[config.mk]
export PLATFORM = sky130hd
export DESIGN_NAME = ls_unit
export DESIGN_NICKNAME = d
export VERILOG_FILES = /design/src/rtl/ls_unit.sv
export SDC_FILE = /design/constraint.sdc
export NUM_CORES = 1
export LEC_CHECK = 0
export CORE_ASPECT_RATIO = 0.8
export CORE_MARGIN = 2
export CORE_UTILIZATION = 45
export CTS_BUF_LIST = sky130_fd_sc_hd__clkbuf_8
export DETAILED_ROUTE_END_ITERATION = 12
export PLACE_DENSITY = 0.77
export SLEW_MARGIN = 30
export SYNTH_ARGS = -nofsm -noshare
export SYNTH_HDL_FRONTEND = slang
export SYNTH_SLANG_ARGS = --single-unit
[constraint.sdc]
create_clock -name clk -period 2.5 [get_ports clk]
set_clock_uncertainty 0.05 [all_clocks]
set_input_delay 0.25 -clock clk [delete_from_list [all_inputs] [get_ports clk]]
set_output_delay 0.25 -clock clk [all_outputs]
set_load 0.005 [all_outputs]
[src/rtl/ls_unit.sv]
// Byte-serial load/store unit: one byte per memory request, little-endian assembly of
// load results, single-cycle CDB broadcast for loads; accepts a new op only when idle.
`ifndef LS_UNIT_DEFS
`define LS_UNIT_DEFS
`define TagBus   3:0
`define NameBus  4:0
`define OpBus    5:0
`define NOP      6'd0
`define LB       6'd1
`define LH       6'd2
`define LW       6'd3
`define LBU      6'd4
`define LHU      6'd5
`define SB       6'd6
`define SH       6'd7
`define SW       6'd8
`define tagFree  '0
`define dataFree '0
`define nameFree '0
`endif

module ls_unit #(
   parameter int DATA_W = 32,
   parameter int TAG_W  = $bits(logic [`TagBus]),
   parameter int NAME_W = $bits(logic [`NameBus])
) (
   input  logic              clk,
   input  logic              rst,
   input  logic              LSworkEn,
   input  logic [DATA_W-1:0] operandO,
   input  logic [DATA_W-1:0] operandT,
   input  logic [DATA_W-1:0] imm,
   input  logic [`OpBus]     opCode,
   input  logic [TAG_W-1:0]  wrtTag,
   input  logic [NAME_W-1:0] wrtName,
   output logic              LSreadEn,
   output logic              memEn,
   output logic              memWr,
   output logic [DATA_W-1:0] memAddr,
   output logic [7:0]        memWdata,
   input  logic [7:0]        memRdata,
   input  logic              memBusy,
   output logic              enLSwrt,
   output logic [TAG_W-1:0]  LStag,
   output logic [DATA_W-1:0] LSdata,
   output logic [NAME_W-1:0] LSname
);

   typedef enum logic [1:0] {S_IDLE, S_REQ, S_WAIT, S_DONE} state_t;

   state_t            state_q, state_d;
   logic [DATA_W-1:0] addr_q, addr_d;
   logic [DATA_W-1:0] wdata_q, wdata_d;
   logic [TAG_W-1:0]  tag_q, tag_d;
   logic [NAME_W-1:0] name_q, name_d;
   logic [`OpBus]     op_q, op_d;
   logic [1:0]        k_q, k_d;
   logic [31:0]       result_q, result_d;

   // Byte count per opcode; zero marks an opcode the unit does not execute.
   function automatic logic [2:0] op_bytes(input logic [`OpBus] op);
      case (op)
         `LB, `LBU, `SB: op_bytes = 3'd1;
         `LH, `LHU, `SH: op_bytes = 3'd2;
         `LW, `SW:       op_bytes = 3'd4;
         default:        op_bytes = 3'd0;
      endcase
   endfunction

   logic       is_store;
   logic [2:0] n_bytes;
   logic       last_byte;

   assign is_store  = (op_q == `SB) || (op_q == `SH) || (op_q == `SW);
   assign n_bytes   = op_bytes(op_q);
   assign last_byte = ({1'b0, k_q} + 3'd1) == n_bytes;

   always_ff @(posedge clk or negedge rst) begin
      if (!rst) begin
         state_q  <= S_IDLE;
         addr_q   <= '0;
         wdata_q  <= '0;
         tag_q    <= '0;
         name_q   <= '0;
         op_q     <= `NOP;
         k_q      <= '0;
         result_q <= '0;
      end else begin
         state_q  <= state_d;
         addr_q   <= addr_d;
         wdata_q  <= wdata_d;
         tag_q    <= tag_d;
         name_q   <= name_d;
         op_q     <= op_d;
         k_q      <= k_d;
         result_q <= result_d;
      end
   end

   always_comb begin
      state_d  = state_q;
      addr_d   = addr_q;
      wdata_d  = wdata_q;
      tag_d    = tag_q;
      name_d   = name_q;
      op_d     = op_q;
      k_d      = k_q;
      result_d = result_q;
      case (state_q)
         S_IDLE: begin
            if (LSworkEn && (op_bytes(opCode) != 3'd0)) begin
               addr_d   = operandO + imm;
               wdata_d  = operandT;
               tag_d    = wrtTag;
               name_d   = wrtName;
               op_d     = opCode;
               k_d      = 2'd0;
               result_d = '0;
               state_d  = S_REQ;
            end
         end
         S_REQ: begin
            if (!memBusy) begin
               if (!is_store) begin
                  state_d = S_WAIT;
               end else if (last_byte) begin
                  state_d = S_IDLE;
               end else begin
                  k_d = k_q + 2'd1;
               end
            end
         end
         S_WAIT: begin
            result_d[{k_q, 3'b000} +: 8] = memRdata;
            if (last_byte) begin
               state_d = S_DONE;
            end else begin
               k_d     = k_q + 2'd1;
               state_d = S_REQ;
            end
         end
         S_DONE: state_d = S_IDLE;
         default: state_d = S_IDLE;
      endcase
   end

   always_comb begin
      LSreadEn = (state_q == S_IDLE);
      memEn    = 1'b0;
      memWr    = 1'b0;
      memAddr  = '0;
      memWdata = '0;
      enLSwrt  = 1'b0;
      LStag    = `tagFree;
      LSdata   = `dataFree;
      LSname   = `nameFree;
      if (state_q == S_REQ) begin
         memEn    = 1'b1;
         memWr    = is_store;
         memAddr  = addr_q + DATA_W'(k_q);
         memWdata = wdata_q[{k_q, 3'b000} +: 8];
      end
      if (state_q == S_DONE) begin
         enLSwrt = 1'b1;
         LStag   = tag_q;
         LSname  = name_q;
         case (op_q)
            `LB:     LSdata = DATA_W'($signed(result_q[7:0]));
            `LH:     LSdata = DATA_W'($signed(result_q[15:0]));
            `LBU:    LSdata = DATA_W'(result_q[7:0]);
            `LHU:    LSdata = DATA_W'(result_q[15:0]);
            default: LSdata = DATA_W'(result_q);
         endcase
      end
   end

endmodule

Yosys cells after proc, flatten, opt, wreduce, memory -nomap -nowiden
Memories as Yosys holds them, arrays and structs flattened.
Index checks and enable logic that the tools add are counted.
- flip-flop bits (word level): 115
- ROM bits: 96
- memories: 2
- bits of input ports: 123
- latch bits: 0
- word-level logic and storage cells: 72
- output and inout port bits: 85
- RAM bits: 0
- bitwise logic cells: 0
- $add $sub $neg: 5
- order comparisons: 0
- reductions and logical operators: 13
- eq/ne operators: 15
- $mul: 0
- shifts and indexed selects: 3
- div/mod/pow operators: 0
- muxes and demuxes: 26
- memories (memory ; words ; bits a word ; rd ports ; clocked after memory_dff ; write ports ; RTL line ; RTL):
    (name not given) ; 16 ; 3 ; 1 ; 0 ; 0 ; 62 ; case (op)
    (name not given) ; 16 ; 3 ; 1 ; 0 ; 0 ; 62 ;
- operators by type and width (cell ; number):
    one-hot mux 32 bit (4 select lines) ; 1
    2-to-1 mux 32 bit ; 3
    one-hot mux 32 bit (2 select lines) ; 1
    adder 32 x 2 -> 32 bit ; 1
    adder 32 bit ; 1
    bitwise mux 32 bit ; 1
    variable shift 8 x 7 -> 32 bit, first input constant ; 1
    indexed part select 32 x 6 -> 8 bit ; 1
    indexed part select 8 x 7 -> 32 bit ; 1
    equality test 6 x 3 -> 1 bit, second input constant ; 4
    2-to-1 mux 2 bit ; 9
    2-to-1 mux 3 bit ; 3
    2-to-1 mux 8 bit ; 1
    one-hot mux 2 bit (4 select lines) ; 1
    negator 5 -> 7 bit ; 1
    equality test 6 x 1 -> 1 bit, second input constant ; 1
    equality test 6 x 2 -> 1 bit, second input constant ; 1
    equality test 6 x 4 -> 1 bit, second input constant ; 1
    zero test 2 bit ; 3
    one-hot mux 2 bit (3 select lines) ; 1
    nonzero test 3 bit ; 2
    2-to-1 mux 5 bit ; 1
    equality test 2 bit, second input constant ; 2
    2-to-1 mux 4 bit ; 1
    14 further kinds ; 19

Longest topological paths before layout
- word-level depth: 7
- mapped depth: 9
- mapped depth without buffers: 9

Worst setup path after synthesis
Ideal clock, no wire load.
- path kind: input-to-reg
- start: input operandO[0]
- end: register addr_q[22]
- buffers on the path: 0
- data required time: 2314 ps
- library setup time: 136 ps
- stages on the path: 9
- path slack: 139 ps
- arrival: 2176 ps
- cells stage by stage: ha_1 -> fa_1 -> a211oi_1 -> o211ai_1 -> a22oi_1 -> o21ai_0 -> a31oi_1 -> xor2_1 -> o21ai_0
- longest elaborated chain between the ends: 1
- RTL lines (item ; RTL line ; RTL):
    start: declaration ; 30 ; input logic [DATA_W-1:0] operandO,
    adder 32 bit ; 112 ; addr_d = operandO + imm;
    end signal: assignment ; 90 ; addr_q <= addr_d;
    end: declaration ; 52 ; logic [DATA_W-1:0] addr_q, addr_d;
No other way between the ends.
A chain may end at the register's enable or synchronous reset.

Worst setup path in the final report
- start: register k_q[0]
- end: output memAddr[26]
- longest elaborated chain between the ends: 2
- RTL lines (item ; RTL line ; RTL):
    start: declaration ; 57 ; logic [1:0] k_q, k_d;
    start signal: assignment ; 95 ; k_q <= k_d;
    adder 32 x 2 -> 32 bit ; 160 ; memAddr = addr_q + DATA_W'(k_q);
    2-to-1 mux 32 bit ; 157 ; if (state_q == S_REQ) begin
    end: declaration ; 39 ; output logic [DATA_W-1:0] memAddr,
No other way between the ends.

==> impl_metrics.tcl <==
set metrics [dict create \
    run_status "finished, violations left" \
    violations "setup timing" \
    layout_common_cells "245 x nand2_1, 152 x buf_4, 148 x clkdlybuf4s50_1" \
    crit_type "reg -> out" \
    coreArea_mm2 0.01732 \
    io_buffers 207 \
    syn_area_mm2 0.007969 \
    synth_nets 1124 \
    path_clk_slew_ns 0.09 \
    slew-limit-headroom_pct 69.74 \
    nets 1482 \
    maxCapViolCount 0 \
    power_w 0.01039 \
    placedCellCount 1475 \
    wl_mm 25.85 \
    start_util_pct 46.00 \
    ir_worst_vdd_v 0.0005296 \
    antenna_cells 0 \
    grt_overflow 0 \
    worstPathRequired_ns 2.20 \
    cts_sinks 115 \
    worst_setup_path_end_kind "primary output" \
    setup-tns-final_ns -3.369 \
    ios 208 \
    finalHoldViolCount 0 \
    die_y_um 123.0 \
    place_congestion 0.9033 \
    hold_path.class "in -> async" \
    grt_pass1_vias 8031 \
    r2r-end "k_q[0]" \
    setup_ws_ns -0.2494 \
    ys.flop_type "dfrtp_1" \
    drive_above_1_share_pct 25.13 \
    synth_cells 958 \
    root_buffer "clkbuf_8" \
    holdWs_ns 0.2157 \
    synth_cell_types 65 \
    grt_pass1_wl_mm 39.74 \
    dp_slack_ns -0.5168 \
    worstRegToRegCells 8 \
    tightest_slew_ns 0.4492 \
    grt_usage_pct 26.05 \
    vias 8397 \
    grt_antenna_before_repair 0 \
    async_flop_share_pct 100.0 \
    cts_tree "built" \
    grt_start_max_net_pins 43 \
    start_kind "flop" \
    synth-edff-count 0 \
    rrSetupSlack_ns 0.09 \
    ys_seq_area_share_pct 36.11 \
    syn2layout_area_growth_pct 54.04 \
    finalSetupViolCount 24 \
    final_common_cell "nand2_1" \
    rr_startpoint "op_q[0]" \
    slew_violations 0 \
    fp.dieW_um 152.8 \
    fin_cells 1554 \
    drt-initial-drc-count 637 \
    dr.pass1.iters 6 \
    cts_buffers 17 \
    crit_fanout 4 \
    cts_buffer_depth 2 \
    crit_arrival_ns 2.45 \
    ys_warn_count 0 \
    dpl.hpwl_mm 17.68 \
    cts.htree.levels 4 \
    vias_per_cell 5.403 \
    rsz0062_at_grt "yes" \
    drc 0 \
    drtAntennaViolNets 0 \
    min_period_ns 2.749 \
    fmax_ghz 0.3637 \
    die_area_mm2 0.01880 \
    routedWlPerCell_um 16.64 \
    avgSynthCellArea_um2 8.318 \
    fin_crit_sh_pct 110.0 \
    clock_latency_ns 0.43 \
    synth-seq-cells 115 \
    power_density_mw_per_mm2 846.6 \
    rows 43 \
    leakagePower_nw 5.735 \
]
## critical path, stage by stage, from the launching register on
cell,delay [ns]
dfrtp_2,0.42
ha_4,0.15
fa_2,0.19
nand4_1,0.21
nor2_4,0.23
and2_4,0.23
buf_6,0.13
nand4_1,0.10
xor2_1,0.16
nor2_1,0.09
buf_2,0.12
## sequential cells by signal, summed over array words and instances (netlist names)
register / flops
name_q: 5
result_q: 32
op_q: 6
addr_q: 32
state_q: 2
k_q: 2
tag_q: 4
wdata_q: 32
## where the power goes
part / switching (W) / internal, W / total [W]
clock: 0.000861 / 0.000852 / 0.00171
sequential: 0.000433 / 0.00249 / 0.00292
combinational: 0.00283 / 0.00292 / 0.00576
## cell type report
cell class	instances	area (µm²)
clock buffer	19	261.5
tap	225	281.5
inverter	48	180.2
timing repair buffer	379	3329
multi-input combinational	755	5213
sequential	115	2885
fill	1298	5049
clock inverter	13	125.1
## through the flow
step           instance area [µm²]  utilization, %
2_1_floorplan                 7969               -
3_3_place_gp                 11180           64.53
3_5_place_dp                 11180           64.53
4_1_cts                      11900           68.69
5_1_grt                      12280           70.86
6_report                     12280           70.86
## kinds of logic (layout without fill, tap and decap cells)
family	after synthesis	count (layout)	share of synthesized area [%]
AOI/OAI and AO/OA	204	204	16.97
xor gates and xnor gates	44	44	4.836
adders and majority gates	43	43	6.940
buffers and inverters	88	459	4.302
DFF	115	115	36.11
muxes	44	44	6.783
and+or+nand+nor	420	420	24.05
## how the worst max path moves through the flow
stage	end	cells past startpoint	slack, ns	startpoint
2_1_floorplan	addr_q[22]	9	0.14	operandO[0]
3_3_place_gp	addr_q[30]	11	-0.44	operandO[0]
3_5_place_dp	addr_q[28]	11	-0.52	operandO[0]
4_1_cts	memAddr[29]	9	-0.24	k_q[1]
5_1_grt	memAddr[29]	9	-0.40	addr_q[1]
6_report	memAddr[26]	10	-0.25	k_q[0]
## what timing repair did
action | in CTS | in global routing
endpoints found under the hold margin | 26 | 0
gates cloned | 2 | 0
setup endpoints to repair | 69 | 73
resized for setup | 204 | 77
hold buffers | 1 | 0
setup buffers | 29 | 19
pin swaps | 52 | 62
## metal layers
layer	routed length [µm]	part of all wire, %	GRT usage, %
met1	11640	45	35.52
met2	12180	47	42.83
met3	1653	6.4	5.363
met4	381	1.5	6.944
met5	0	0	0
## synth_stat cells, types with 7 or more instances
cell | number | share of area, %
mux4_2 | 8 | 2.3
nor2_1 | 38 | 1.8
nand4_1 | 11 | 0.86
mux2i_1 | 36 | 4.5
a21oi_1 | 46 | 2.9
ha_1 | 41 | 6.4
nor3_1 | 15 | 0.94
inv_1 | 48 | 2.3
and2_1 | 35 | 2.7
clkbuf_1 | 28 | 1.3
or3_1 | 15 | 1.2
o21a_1 | 24 | 2.3
xor2_1 | 30 | 3.3
xnor2_1 | 14 | 1.5
a21boi_0 | 8 | 0.75
dfrtp_1 | 115 | 36
o21ai_0 | 49 | 3.1
nand2_1 | 251 | 12
buf_1 | 7 | 0.33
and3_1 | 10 | 0.79
nand3_1 | 14 | 0.88
a21o_1 | 18 | 1.7
Power figures use the tool's default switching activity.
